## src/rtl/step_position_tracker.sv

```systemverilog
// +----------------------------------------------------------------------------+
// | step_position_tracker                                                      |
// | Per-axis signed step counter with synchronised STEP/DIR/ENABLE_N inputs,   |
// | per-channel preset and a coherent all-axis snapshot (valid/ack).           |
// | Optional soft-limit flags built only when STEP_POS_LIMIT_EN is defined.    |
// | Revision: 1.0                                                              |
// +----------------------------------------------------------------------------+
`default_nettype none

module step_position_tracker #(
  parameter int CHANNELS    = 5,
  parameter int POS_W       = 32,
  parameter int SYNC_STAGES = 2
) (
  input  logic                      clk,
  input  logic                      reset,
  input  logic [CHANNELS-1:0]       step,
  input  logic [CHANNELS-1:0]       dir,
  input  logic [CHANNELS-1:0]       enable_n,
  input  logic [CHANNELS-1:0]       set_pos,
  input  logic [CHANNELS*POS_W-1:0] set_value,
  output logic [CHANNELS*POS_W-1:0] pos,
  input  logic                      snap_req,
  output logic                      snap_valid,
  input  logic                      snap_ack,
  output logic [CHANNELS*POS_W-1:0] snap_pos,
  input  logic [CHANNELS*POS_W-1:0] lim_min,
  input  logic [CHANNELS*POS_W-1:0] lim_max,
  output logic [CHANNELS-1:0]       below_min,
  output logic [CHANNELS-1:0]       above_max
);

  localparam int             c_ARM_CNT = SYNC_STAGES + 1;
  localparam int             c_ARM_W   = $clog2(c_ARM_CNT + 1);
  localparam logic [POS_W-1:0] c_ONE   = POS_W'(1);

  typedef enum logic [0:0] {
    ST_IDLE = 1'b0,
    ST_HELD = 1'b1
  } snap_state_t;

  logic [CHANNELS-1:0] r_step_sync [SYNC_STAGES];
  logic [CHANNELS-1:0] r_dir_sync  [SYNC_STAGES];
  logic [CHANNELS-1:0] r_en_n_sync [SYNC_STAGES];
  logic [CHANNELS-1:0] r_step_hist;
  logic [c_ARM_W-1:0]  r_arm_cnt;
  logic                w_armed;
  logic [CHANNELS-1:0] w_event;

  logic [POS_W-1:0]    r_pos      [CHANNELS];
  logic [POS_W-1:0]    r_snap_pos [CHANNELS];

  snap_state_t         r_state;
  snap_state_t         w_state_next;
  logic                w_snap_load;

  // dir/enable_n use the same depth as step so they stay cycle-aligned with it
  always_ff @(posedge clk or posedge reset) begin
    if (reset) begin
      for (int s = 0; s < SYNC_STAGES; s++) begin
        r_step_sync[s] <= '0;
        r_dir_sync[s]  <= '0;
        r_en_n_sync[s] <= '0;
      end
      r_step_hist <= '0;
    end else begin
      r_step_sync[0] <= step;
      r_dir_sync[0]  <= dir;
      r_en_n_sync[0] <= enable_n;
      for (int s = 1; s < SYNC_STAGES; s++) begin
        r_step_sync[s] <= r_step_sync[s-1];
        r_dir_sync[s]  <= r_dir_sync[s-1];
        r_en_n_sync[s] <= r_en_n_sync[s-1];
      end
      r_step_hist <= r_step_sync[SYNC_STAGES-1];
    end
  end

  // Holding off until the history flop has caught up means a STEP already
  // high at reset release never looks like a fresh rising edge.
  always_ff @(posedge clk or posedge reset) begin
    if (reset) begin
      r_arm_cnt <= '0;
    end else if (!w_armed) begin
      r_arm_cnt <= r_arm_cnt + c_ARM_W'(1);
    end
  end

  assign w_armed = (r_arm_cnt == c_ARM_W'(c_ARM_CNT));
  assign w_event = r_step_sync[SYNC_STAGES-1] & ~r_step_hist & {CHANNELS{w_armed}};

  always_ff @(posedge clk or posedge reset) begin
    if (reset) begin
      for (int c = 0; c < CHANNELS; c++) begin
        r_pos[c] <= '0;
      end
    end else begin
      for (int c = 0; c < CHANNELS; c++) begin
        if (set_pos[c]) begin
          r_pos[c] <= set_value[c*POS_W +: POS_W];
        end else if (w_event[c] && !r_en_n_sync[SYNC_STAGES-1][c]) begin
          r_pos[c] <= r_dir_sync[SYNC_STAGES-1][c] ? (r_pos[c] - c_ONE)
                                                   : (r_pos[c] + c_ONE);
        end
      end
    end
  end

  always_ff @(posedge clk or posedge reset) begin
    if (reset) begin
      r_state <= ST_IDLE;
    end else begin
      r_state <= w_state_next;
    end
  end

  // An ack in HELD wins over a simultaneous req; that req is simply dropped.
  always_comb begin
    w_state_next = r_state;
    w_snap_load  = 1'b0;
    case (r_state)
      ST_IDLE: begin
        if (snap_req) begin
          w_state_next = ST_HELD;
          w_snap_load  = 1'b1;
        end
      end
      ST_HELD: begin
        if (snap_ack) begin
          w_state_next = ST_IDLE;
        end
      end
      default: w_state_next = ST_IDLE;
    endcase
  end

  always_ff @(posedge clk or posedge reset) begin
    if (reset) begin
      for (int c = 0; c < CHANNELS; c++) begin
        r_snap_pos[c] <= '0;
      end
    end else if (w_snap_load) begin
      for (int c = 0; c < CHANNELS; c++) begin
        r_snap_pos[c] <= r_pos[c];
      end
    end
  end

  assign snap_valid = (r_state == ST_HELD);

  generate
    for (genvar g = 0; g < CHANNELS; g++) begin : g_flat
      assign pos[g*POS_W +: POS_W]      = r_pos[g];
      assign snap_pos[g*POS_W +: POS_W] = r_snap_pos[g];
    end
  endgenerate

`ifdef STEP_POS_LIMIT_EN
  logic [CHANNELS-1:0] r_below_min;
  logic [CHANNELS-1:0] r_above_max;

  always_ff @(posedge clk or posedge reset) begin
    if (reset) begin
      r_below_min <= '0;
      r_above_max <= '0;
    end else begin
      for (int c = 0; c < CHANNELS; c++) begin
        r_below_min[c] <= ($signed(r_pos[c]) < $signed(lim_min[c*POS_W +: POS_W]));
        r_above_max[c] <= ($signed(r_pos[c]) > $signed(lim_max[c*POS_W +: POS_W]));
      end
    end
  end

  assign below_min = r_below_min;
  assign above_max = r_above_max;
`else
  logic w_lim_unused;

  assign w_lim_unused = ^{lim_min, lim_max};
  assign below_min    = '0;
  assign above_max    = '0;
`endif

endmodule

`default_nettype wire

```

## config.mk

```make
export PLATFORM = sky130hd
export DESIGN_NAME = step_position_tracker
export DESIGN_NICKNAME = d
export VERILOG_FILES = /design/src/rtl/step_position_tracker.sv
export SDC_FILE = /design/constraint.sdc
export NUM_CORES = 1
export LEC_CHECK = 0
export ABC_AREA = 1
export CAP_MARGIN = 20
export CORE_AREA = 2 2 321 323
export DETAILED_ROUTE_END_ITERATION = 8
export DIE_AREA = 0 0 323 325
export SLEW_MARGIN = 40
export SYNTH_ARGS = -nofsm -noshare
export SYNTH_HDL_FRONTEND = slang
export SYNTH_SLANG_ARGS = --single-unit
```

## constraint.sdc

```tcl
create_clock -name clk -period 31.2 [get_ports clk]
set_input_delay 3.12 -clock clk [delete_from_list [all_inputs] [get_ports clk]]
set_output_delay 3.12 -clock clk [all_outputs]
set_load 0.01 [all_outputs]
```

==> metrics.txt, run 1 <==
Crit Reg-Reg Endpoint=pos[121]; number of global-route vias before repair=around 25,000; starting density of the core=0.250; Synth Area per Inst=~6.8 µm²; Worst-Margin Slew=roughly 750 ps; Cell variety after synth=46; number of buffers and inverters on the critical path=1; Final Setup Violations=0; synthesized cell area=between 20,000 and 30,000 µm²; die width=~320 µm; PD cells=~60 nW/µm²; hpwl dp=80,900 µm; Crit path depth=1; share of layout cells above drive strength 1=0.0488; total iterations of the first detailed-routing run=6; Num CTS Buffers=46; RSZ-0062 raised after global routing=false; Max Slew Vio Count=0; global-route wire length before repair=around 150,000 µm; root buffer cell=clkbuf_16; fin crit period=a little over 5000 ps; Port-buffer cells=between 500 and 600; DRT antenna net count=0; Syn. warnings=0; final instance area=33,500 µm²; crit path capture type=primary output; die area=between 100,000 and 150,000 µm²; average wire per standard cell=around 18 µm; CTS tree=yes; peak fanout along the critical path=4; DP Worst Slack=~25,000 ps; Iteration-0 DRC Markers=1,773; Total Wirelength=about 100,000 µm; Rows=between 100 and 150; Max Freq=slightly below 0.2 GHz; GRT Util Overall=0.189; max_cap viols=0; clk sinks=between 300 and 400; worst reg-to-reg path cell count=8; H-tree Lvls=2; skew final=approximately 15 ps; Max stage delay on crit path=~730 ps; via count of the routed design=between 20,000 and 30,000; initial antenna violation count=15; Setup CP Type=reg2out; Final period util=0.163; Ports=approximately 840; routability cong.=0.954; Post-synth ARST share=1.00; grt peak-use layer=met2; CP Cell Sequence=clkdlybuf4s50_1; Die H=around 330 µm; Placed Area=between 30,000 and 40,000 µm²; Synth Flop Type=dfrtp_1; status=finished clean; Final WS setup=26,100 ps; Worst EP arrival=1980 ps; worst r2r src=r_arm_cnt[0]; Reg clk slew, reported paths=~60 ps; LEAKAGE=~17 nW; drt drc=0; CTS resizes=0; Post-synth EDFFs=0; hold-critical path depth=0; Slowest-stage cell, CP=dfrtp_1; vias per inst=about 4.5; Relative slew margins=0.499; Sum Neg Setup Slack=0 ps; CTS Hold Bufs=0; CP startpoint kind=flop; crit path to=pos[127]; Clock Latency Late Sink=slightly above 600 ps; largest net degree at the start of global routing=between 100 and 150; setup repair bufs after CTS=0; Core Area=101,000 µm²; Seq cells post-synth=between 300 and 400; final hold slack=between 300 and 400 ps; worst vdd ir=roughly 39 µV; Worst Path Required=about 28,000 ps; GR Layer Usage met1=0.259; crit path from=pos[127]; slack of the worst reg-to-reg path=28,320 ps; hold crit path type=reg2reg; Hold Vio Cnt, Final=0; number of nets in the layout=~4,900; Synth Instances=between 3,000 and 4,000; Seq/Total Area, Yosys=0.353; Crit path max-delay family=flip-flops; Synth-to-Final Area Change=31.9%; GRT overflow=0; maximum clock path buffer count=3; GR Util met2=0.287; GR Util met3=0.0629
==> where the power goes <==
part	internal [mW]	switching, mW
combinational	0.358	0.465
sequential	0.554	0.0886
clock	0.313	0.226
total	1.23	0.779
==> per-layer routing <==
| metal | share of wire | wire [µm] |
|---|---|---|
| met1 | 0.46 | 46400 |
| met4 | 0.021 | 2130 |
| met5 | 0.00095 | 96 |
| met3 | 0.098 | 9930 |
| met2 | 0.42 | 42600 |
==> cell families after synthesis <==
family	share of synthesized area
XOR/XNOR	0.0176
flip-flops	0.353
multiplexers	0.0293
AO/OA/AOI/OAI	0.101
buffers and inverters	0.107
AND/OR/NAND/NOR	0.313
adder cells (fa/ha/maj)	0.0784
other	0.000148
==> worst min-delay path by stage <==
| stage | slack, ps | endpoint | start |
|---|---|---|---|
| 6_report | 340 | r_step_sync[4] | r_step_sync[9] |
| 5_1_grt | 350 | r_step_sync[1] | r_step_sync[6] |
| 4_1_cts | 350 | r_en_n_sync[4] | r_en_n_sync[9] |
| 3_5_place_dp | 330 | r_en_n_sync[4] | r_en_n_sync[9] |
| 3_3_place_gp | 330 | r_step_sync[1] | r_step_sync[6] |
| 2_1_floorplan | 330 | r_dir_sync[0] | r_dir_sync[5] |
==> per-stage QoR <==
step | cells | utilization | power, mW
4_1_cts | 5648 | 0.330 | 2.03
5_1_grt | 5648 | 0.330 | 2.15
3_5_place_dp | 5567 | 0.315 | 1.47
2_1_floorplan | 3757 | - | 1.08
6_report | 5652 | 0.330 | 2.01
3_3_place_gp | 5567 | 0.315 | 1.47
==> state kept, by name, indices dropped and copies added (netlist names) <==
| register | count |
|---|---|
| r_en_n_sync | 10 |
| snap_pos | 160 |
| r_step_hist | 5 |
| r_step_sync | 10 |
| r_arm_cnt | 2 |
| snap_valid | 1 |
| r_dir_sync | 10 |
| pos | 160 |
==> synthesized netlist by cell type (5+ instances only) <==
library cell | number | area [µm²]
a21o_1 | 9 | 67.6
a21oi_1 | 140 | 701
a31oi_1 | 7 | 43.8
buf_2 | 28 | 140
buf_4 | 15 | 113
clkbuf_1 | 35 | 131
dfrtp_1 | 358 | 8960
fa_1 | 5 | 100
ha_1 | 151 | 1890
inv_1 | 603 | 2260
inv_2 | 14 | 52.6
mux2_2 | 66 | 743
nand2_1 | 1359 | 5100
nand2_2 | 15 | 93.8
nand3_1 | 216 | 1080
nand3b_1 | 16 | 120
nand4_1 | 20 | 125
nor2_1 | 292 | 1100
nor2_4 | 5 | 56.3
nor3_1 | 23 | 115
o211ai_1 | 9 | 67.6
o21ai_0 | 189 | 946
o21bai_1 | 33 | 248
o221ai_1 | 29 | 254
o22ai_1 | 22 | 138
xnor2_1 | 36 | 315
xor2_1 | 15 | 131
==> layout make-up <==
class | instances | area [µm²]
diodes | 4 | 10.0
clock buffers | 63 | 1280
clock inverters | 18 | 203
fillers | 11100 | 67800
inverters | 617 | 2330
multi-input cells | 2700 | 13700
flip-flops and latches | 358 | 8960
well taps | 1368 | 1710
repair buffers | 524 | 5220
==> placed cells by master, fill, tap and decap left out, types with 20 or more instances in the layout <==
cell	n
nor3_1	23
inv_1	602
dfrtp_1	358
o21ai_0	189
nand4_1	20
nand3_1	216
o221ai_1	29
o21bai_1	33
clkdlybuf4s50_1	503
mux2_2	66
nand2_1	1357
clkbuf_16	46
nor2_1	292
ha_1	150
xnor2_1	36
a21oi_1	140
o22ai_1	22
Note: power is estimated with default switching activity, not from simulation.
==> inputs of run 2 (changes only) <==
--- a/config.mk
+++ b/config.mk
@@ -7,9 +7,9 @@
 export LEC_CHECK = 0
 export ABC_AREA = 1
 export CAP_MARGIN = 20
-export CORE_AREA = 2 2 321 323
+export CORE_AREA = 2 2 320 322
 export DETAILED_ROUTE_END_ITERATION = 8
-export DIE_AREA = 0 0 323 325
+export DIE_AREA = 0 0 322 324
 export SLEW_MARGIN = 40
 export SYNTH_ARGS = -nofsm -noshare
 export SYNTH_HDL_FRONTEND = slang
==> constraint.sdc (replaced) <==
create_clock -name clk -period 4.2 [get_ports clk]
set_input_delay 0.42 -clock clk [delete_from_list [all_inputs] [get_ports clk]]
set_output_delay 0.42 -clock clk [all_outputs]
set_load 0.01 [all_outputs]
==> metrics.txt, run 2 (synthesis results as in run 1) <==
total iterations of the first detailed-routing run=7 (+1); Relative slew margins=0.450 (-0.0490); Crit path max-delay family=flip-flops; CTS Hold Bufs=0 (unchanged); Placed Area=32,000 µm² (+0.31%); Core Area=101,000 µm² (-0.29%); final instance area=33,700 µm² (+0.60%); Worst-Margin Slew=821 ps (+68.4 ps); starting density of the core=0.251 (+0.000726); RSZ-0062 raised after global routing=false; fillers=10,800 (-2.2%); Port-buffer cells=504 (unchanged); Worst Path Required=4700 ps (-23,380 ps); CTS tree=yes; GR Util met2=0.290 (+0.00271); GRT overflow=0 (unchanged); Rows=117 (unchanged); Clock Latency Late Sink=630 ps (+20 ps); initial antenna violation count=19 (+4); register area=8960 µm² (about the same); fin crit period=around 2900 ps; Sum Neg Setup Slack=0 ps (unchanged); most frequent cells in the layout=nand2_1 (1,357), inv_1 (601), clkdlybuf4s50_1 (503); hpwl dp=82,800 µm (+2.3%); routability cong.=0.952 (-0.19%); hold crit path type=in2async; Max Freq=0.349 GHz; number of global-route vias before repair=24,300 (-2.1%); final hold slack=207 ps (-138 ps); Setup CP Type=reg2reg; status=finished clean; Iteration-0 DRC Markers=1,800 (+1.5%); H-tree Lvls=2 (unchanged); die width=322 µm (-0.31%); most frequent CP cell=nand2_1; skew final=27.8 ps (+12.6 ps); grt peak-use layer=met2; average wire per standard cell=18.2 µm (+1.8%); GR Util met3=0.0578 (-0.00519); LEAKAGE=17.3 nW (+0.85%); CTS resizes=0 (unchanged); via count of the routed design=25,800 (+0.93%); vias per inst=4.59 (+1.6%); Slowest-stage cell, CP=dfrtp_1; Die H=324 µm (-0.31%); Ports=835 (unchanged); Max Slew Vio Count=0 (unchanged); share of layout cells above drive strength 1=0.0540 (+0.00512); Num CTS Buffers=46 (unchanged); Total Wirelength=102,000 µm (+1.2%); die area=104,000 µm² (-0.62%); leading cell type in the layout, fill and taps excluded=nand2_1; Hold Vio Cnt, Final=0 (unchanged); DRT antenna net count=0 (unchanged); root buffer cell=clkbuf_16; Util after Layout=0.333 (+0.00294); number of buffers and inverters on the critical path=2 (+1); worst vdd ir=291 µV (+650%); largest net degree at the start of global routing=86 (-28%); Final Power=15.1 mW (+650%); CP startpoint kind=flop; maximum clock path buffer count=3 (unchanged); CP Cell Sequence=buf_4 -> ha_1 -> nand2_1 -> inv_1 -> nand2_1 -> nand2_1 -> nand2_1 -> nand2_1 -> a21oi_1 -> nand2_1 -> nand2_1 -> nand3_1 -> nand2_1 -> nand2_1; PD cells=450 nW/µm² (+650%); global-route wire length before repair=150,000 µm (-1.0%); clk sinks=358 (unchanged); setup repair bufs after CTS=0 (unchanged); number of nets in the layout=4,923 (+0.33%); drt drc=0 (unchanged); Max stage delay on crit path=830 ps (+100 ps); Worst EP arrival=3360 ps (+1380 ps); peak fanout along the critical path=17 (+13); area of the multi-input gates=13,700 µm² (about the same); GRT Util Overall=0.190 (+0.000821); max_cap viols=0 (unchanged); Reg clk slew, reported paths=70 ps (about the same); Synth-to-Final Area Change=32.7%; crit path capture type=flop; Final period util=0.682; Final Setup Violations=0 (unchanged); GR Layer Usage met1=0.259 (+0.000779)
run 2: layer usage:
layer / share of wire / vias up
li1: - / 12800
met1: 0.46 / 11800
met2: 0.42 / 957
met3: 0.095 / 131
met4: 0.022 / 24
met5: 0.0015 / -
run 2: where the power goes:
part           leakage [nW]  internal [mW]  total, mW  switching, mW
registers              4.33           4.12       4.80          0.678
logic                  12.2           2.68       6.13           3.45
clock network         0.763           2.47       4.21           1.74
run 2: path summary, 6_finish.rpt:
path	startpoint	to	slack [ps]	cells after the start
max in group asynchronous	reset	snap_pos[140]	2900	5
worst max register to register	r_dir_sync[3]	pos[125]	1340	14
min in group clk	enable_n[3]	r_en_n_sync[8]	240	1
worst min-delay path	reset	snap_pos[115]	210	2
worst max-delay path	r_dir_sync[3]	pos[125]	1340	14
worst min register to register	r_dir_sync[9]	r_dir_sync[4]	340	0
run 2: layout make-up:
| type | instances | area share |
|---|---|---|
| multi-input combinational | 2700 | 0.408 |
| sequential | 358 | 0.266 |
| timing repair buffer | 540 | 0.161 |
| inverter | 617 | 0.0689 |
| tap | 1309 | 0.0487 |
| clock buffer | 59 | 0.0378 |
| clock inverter | 26 | 0.00948 |
| antenna | 5 | 0.000372 |
run 2: per-stage QoR:
stage / setup slack, ps / instances
floorplan: -1020 / 3757
global placement: 1290 / 5523
detailed placement: 1420 / 5524
CTS: 1400 / 5609
global route: 1130 / 5609
finish: 1340 / 5614
==> inputs of run 3 (changes only) <==
--- a/config.mk
+++ b/config.mk
@@ -7,9 +7,9 @@
 export LEC_CHECK = 0
 export ABC_AREA = 1
 export CAP_MARGIN = 20
-export CORE_AREA = 2 2 320 322
+export CORE_AREA = 2 2 325 327
 export DETAILED_ROUTE_END_ITERATION = 8
-export DIE_AREA = 0 0 322 324
+export DIE_AREA = 0 0 327 329
 export SLEW_MARGIN = 40
 export SYNTH_ARGS = -nofsm -noshare
 export SYNTH_HDL_FRONTEND = slang
==> constraint.sdc (replaced) <==
create_clock -name clk -period 2.9 [get_ports clk]
set_input_delay 0.29 -clock clk [delete_from_list [all_inputs] [get_ports clk]]
set_output_delay 0.29 -clock clk [all_outputs]
set_load 0.01 [all_outputs]
==> metrics.txt, run 3 (synthesis results as in run 1) <==
Synth-to-Final Area Change=34.8%; die width=327 µm (+1.6%); H-tree Lvls=2 (unchanged); Core Area=104,000 µm² (+3.3%); Rows=119 (+1.7%); root buffer cell=clkbuf_16; crit path capture type=flop; Crit Reg-Reg Endpoint=pos[91]; DRT antenna net count=0 (unchanged); CTS tree=yes; initial antenna violation count=17 (-2); largest net degree at the start of global routing=97 (+13%); Sequential Power Share=0.310 (-0.007); Num CTS Buffers=47 (+2.2%); hpwl dp=83,300 µm (+0.61%); most frequent cells in the layout=nand2_1 (1,358), inv_1 (602), clkdlybuf4s50_1 (503); max_cap viols=0 (unchanged); slack of the worst reg-to-reg path=220 ps (-1120 ps); number of nets in the layout=4,969 (+0.93%); Reg clk slew, reported paths=60 ps (about the same); crit path to=pos[91]; CP startpoint kind=flop; via count of the routed design=25,900 (+0.61%); Die H=329 µm (+1.5%); peak fanout along the critical path=15 (-2); Pint=13.7 mW (+47%); RSZ-0062 raised after global routing=false; Worst-Margin Slew=628 ps (-193 ps); hold crit path type=in2reg; worst reg-to-reg path cell count=13 (-1); Final WS setup=221 ps (-1120 ps); Final period util=0.924 (+0.242); Max Slew Vio Count=0 (unchanged); crit path from=r_dir_sync[2]; GRT Util Overall=0.186 (-0.00410); starting density of the core=0.243 (-0.00810); Sw Ratio=0.386 (-0.00115); clock share of power=0.284 (+0.006); worst vdd ir=447 µV (+54%); average wire per standard cell=17.8 µm (-2.0%); Port-buffer cells=504 (unchanged); CP Cell Sequence=buf_4 -> buf_4 -> ha_1 -> a21oi_1 -> nand2_1 -> inv_1 -> nand2_1 -> a21oi_1 -> nand2_1 -> nand2_1 -> nand3_1 -> nand2_1 -> nand2_1; vias per inst=4.52 (-1.6%); Worst Path Required=3410 ps (-1290 ps); Iteration-0 DRC Markers=1,657 (-7.9%); status=finished clean; GRT overflow=0 (unchanged); maximum clock path buffer count=3 (unchanged); Slowest-stage cell, CP=dfrtp_1; drt drc=0 (unchanged); share of layout cells above drive strength 1=0.0647 (+0.0107); Final Setup Violations=0 (unchanged); leading cell type in the layout, fill and taps excluded=nand2_1; global-route wire length before repair=153,000 µm (+1.7%); Max stage delay on crit path=740 ps (-90 ps); fin crit period=2680 ps (-185 ps); most frequent CP cell=nand2_1; Ports=835 (unchanged); skew final=31.8 ps (+3.95 ps); Util after Layout=0.328 (-0.00563); NetSw=8.61 mW (+47%); total iterations of the first detailed-routing run=6 (-1); Worst EP arrival=3190 ps (-170 ps); Setup CP Type=reg2reg; Max Freq=0.373 GHz (+6.9%); Hold Vio Cnt, Final=0 (unchanged); Relative slew margins=0.581 (+0.132); Total Wirelength=102,000 µm (+0.19%); die area=108,000 µm² (+3.1%); PD cells=652 nW/µm² (+45%); LEAKAGE=17.6 nW (+1.6%); setup repair bufs after CTS=0 (unchanged); clk sinks=358 (unchanged); routability cong.=0.934 (-1.9%); Clock Latency Late Sink=630 ps (about the same); DP Worst Slack=245 ps (-1180 ps); number of global-route vias before repair=25,000 (+2.8%); power share of the combinational group=0.406 (about the same); worst r2r src=r_dir_sync[2]; hold-critical path depth=1
[run 3: layout make-up]
class | count | area, µm²
fillers | 11200 | 70200
multi-input cells | 2700 | 13700
flip-flops and latches | 358 | 8960
repair buffers | 585 | 5780
inverters | 617 | 2320
well taps | 1391 | 1740
clock buffers | 59 | 1350
clock inverters | 27 | 303
diodes | 4 | 10.0
[run 3: routing by layer]
metal	vias to the layer above	share of wire	wire (µm)	track usage
met3	146	0.085	8750	0.0544
met1	12000	0.47	47700	0.255
li1	13000	-	-	-
met4	20	0.026	2640	0.0476
met5	-	0.0012	128	0
met2	814	0.42	43300	0.284
[run 3: through the flow]
stage,area (µm²),total power [mW],TNS (ps),hold slack [ps],cells
after floorplan,25400,11.6,-783410,321,3757
after global placement,32500,16.0,0,332,5650
after detailed placement,32500,16.0,0,335,5650
after CTS,34200,22.5,0,47.7,5737
after global routing,34200,23.8,0,70.9,5737
final,34200,22.3,0,105,5741
[run 3: worst min-delay path by stage]
stage | from | to | slack, ps
6_report | enable_n[0] | r_en_n_sync[5] | 100
2_1_floorplan | dir[0] | r_dir_sync[5] | 320
3_3_place_gp | r_step_sync[5] | r_step_sync[0] | 330
4_1_cts | dir[4] | r_dir_sync[9] | 50
3_5_place_dp | r_step_sync[9] | r_step_sync[4] | 330
5_1_grt | dir[2] | r_dir_sync[7] | 70
[run 3: timing repair]
item | 4_1_cts | 5_1_grt
gates resized for setup | 0 | 0
hold buffers | 1 | 0
endpoints found under the hold margin | 5 | 0
[run 3: worst max-delay path, delay by kind of cell, from the launching register on]
kind / cells / cell delay [ps]
flops: 1 / 740
buf+inv: 3 / 580
simple gates: 7 / 490
compound gates: 2 / 430
fa+ha+maj: 1 / 300
[run 3: power groups by stage]
stage	clock, mW	sequential [mW]	combinational, mW
after global placement	0	6.98	8.99
after CTS	6.54	6.93	9.07
final	6.32	6.91	9.05
after global routing	6.73	7.04	10.0
after detailed placement	0	7.00	9.01
after floorplan	0	7.12	4.53
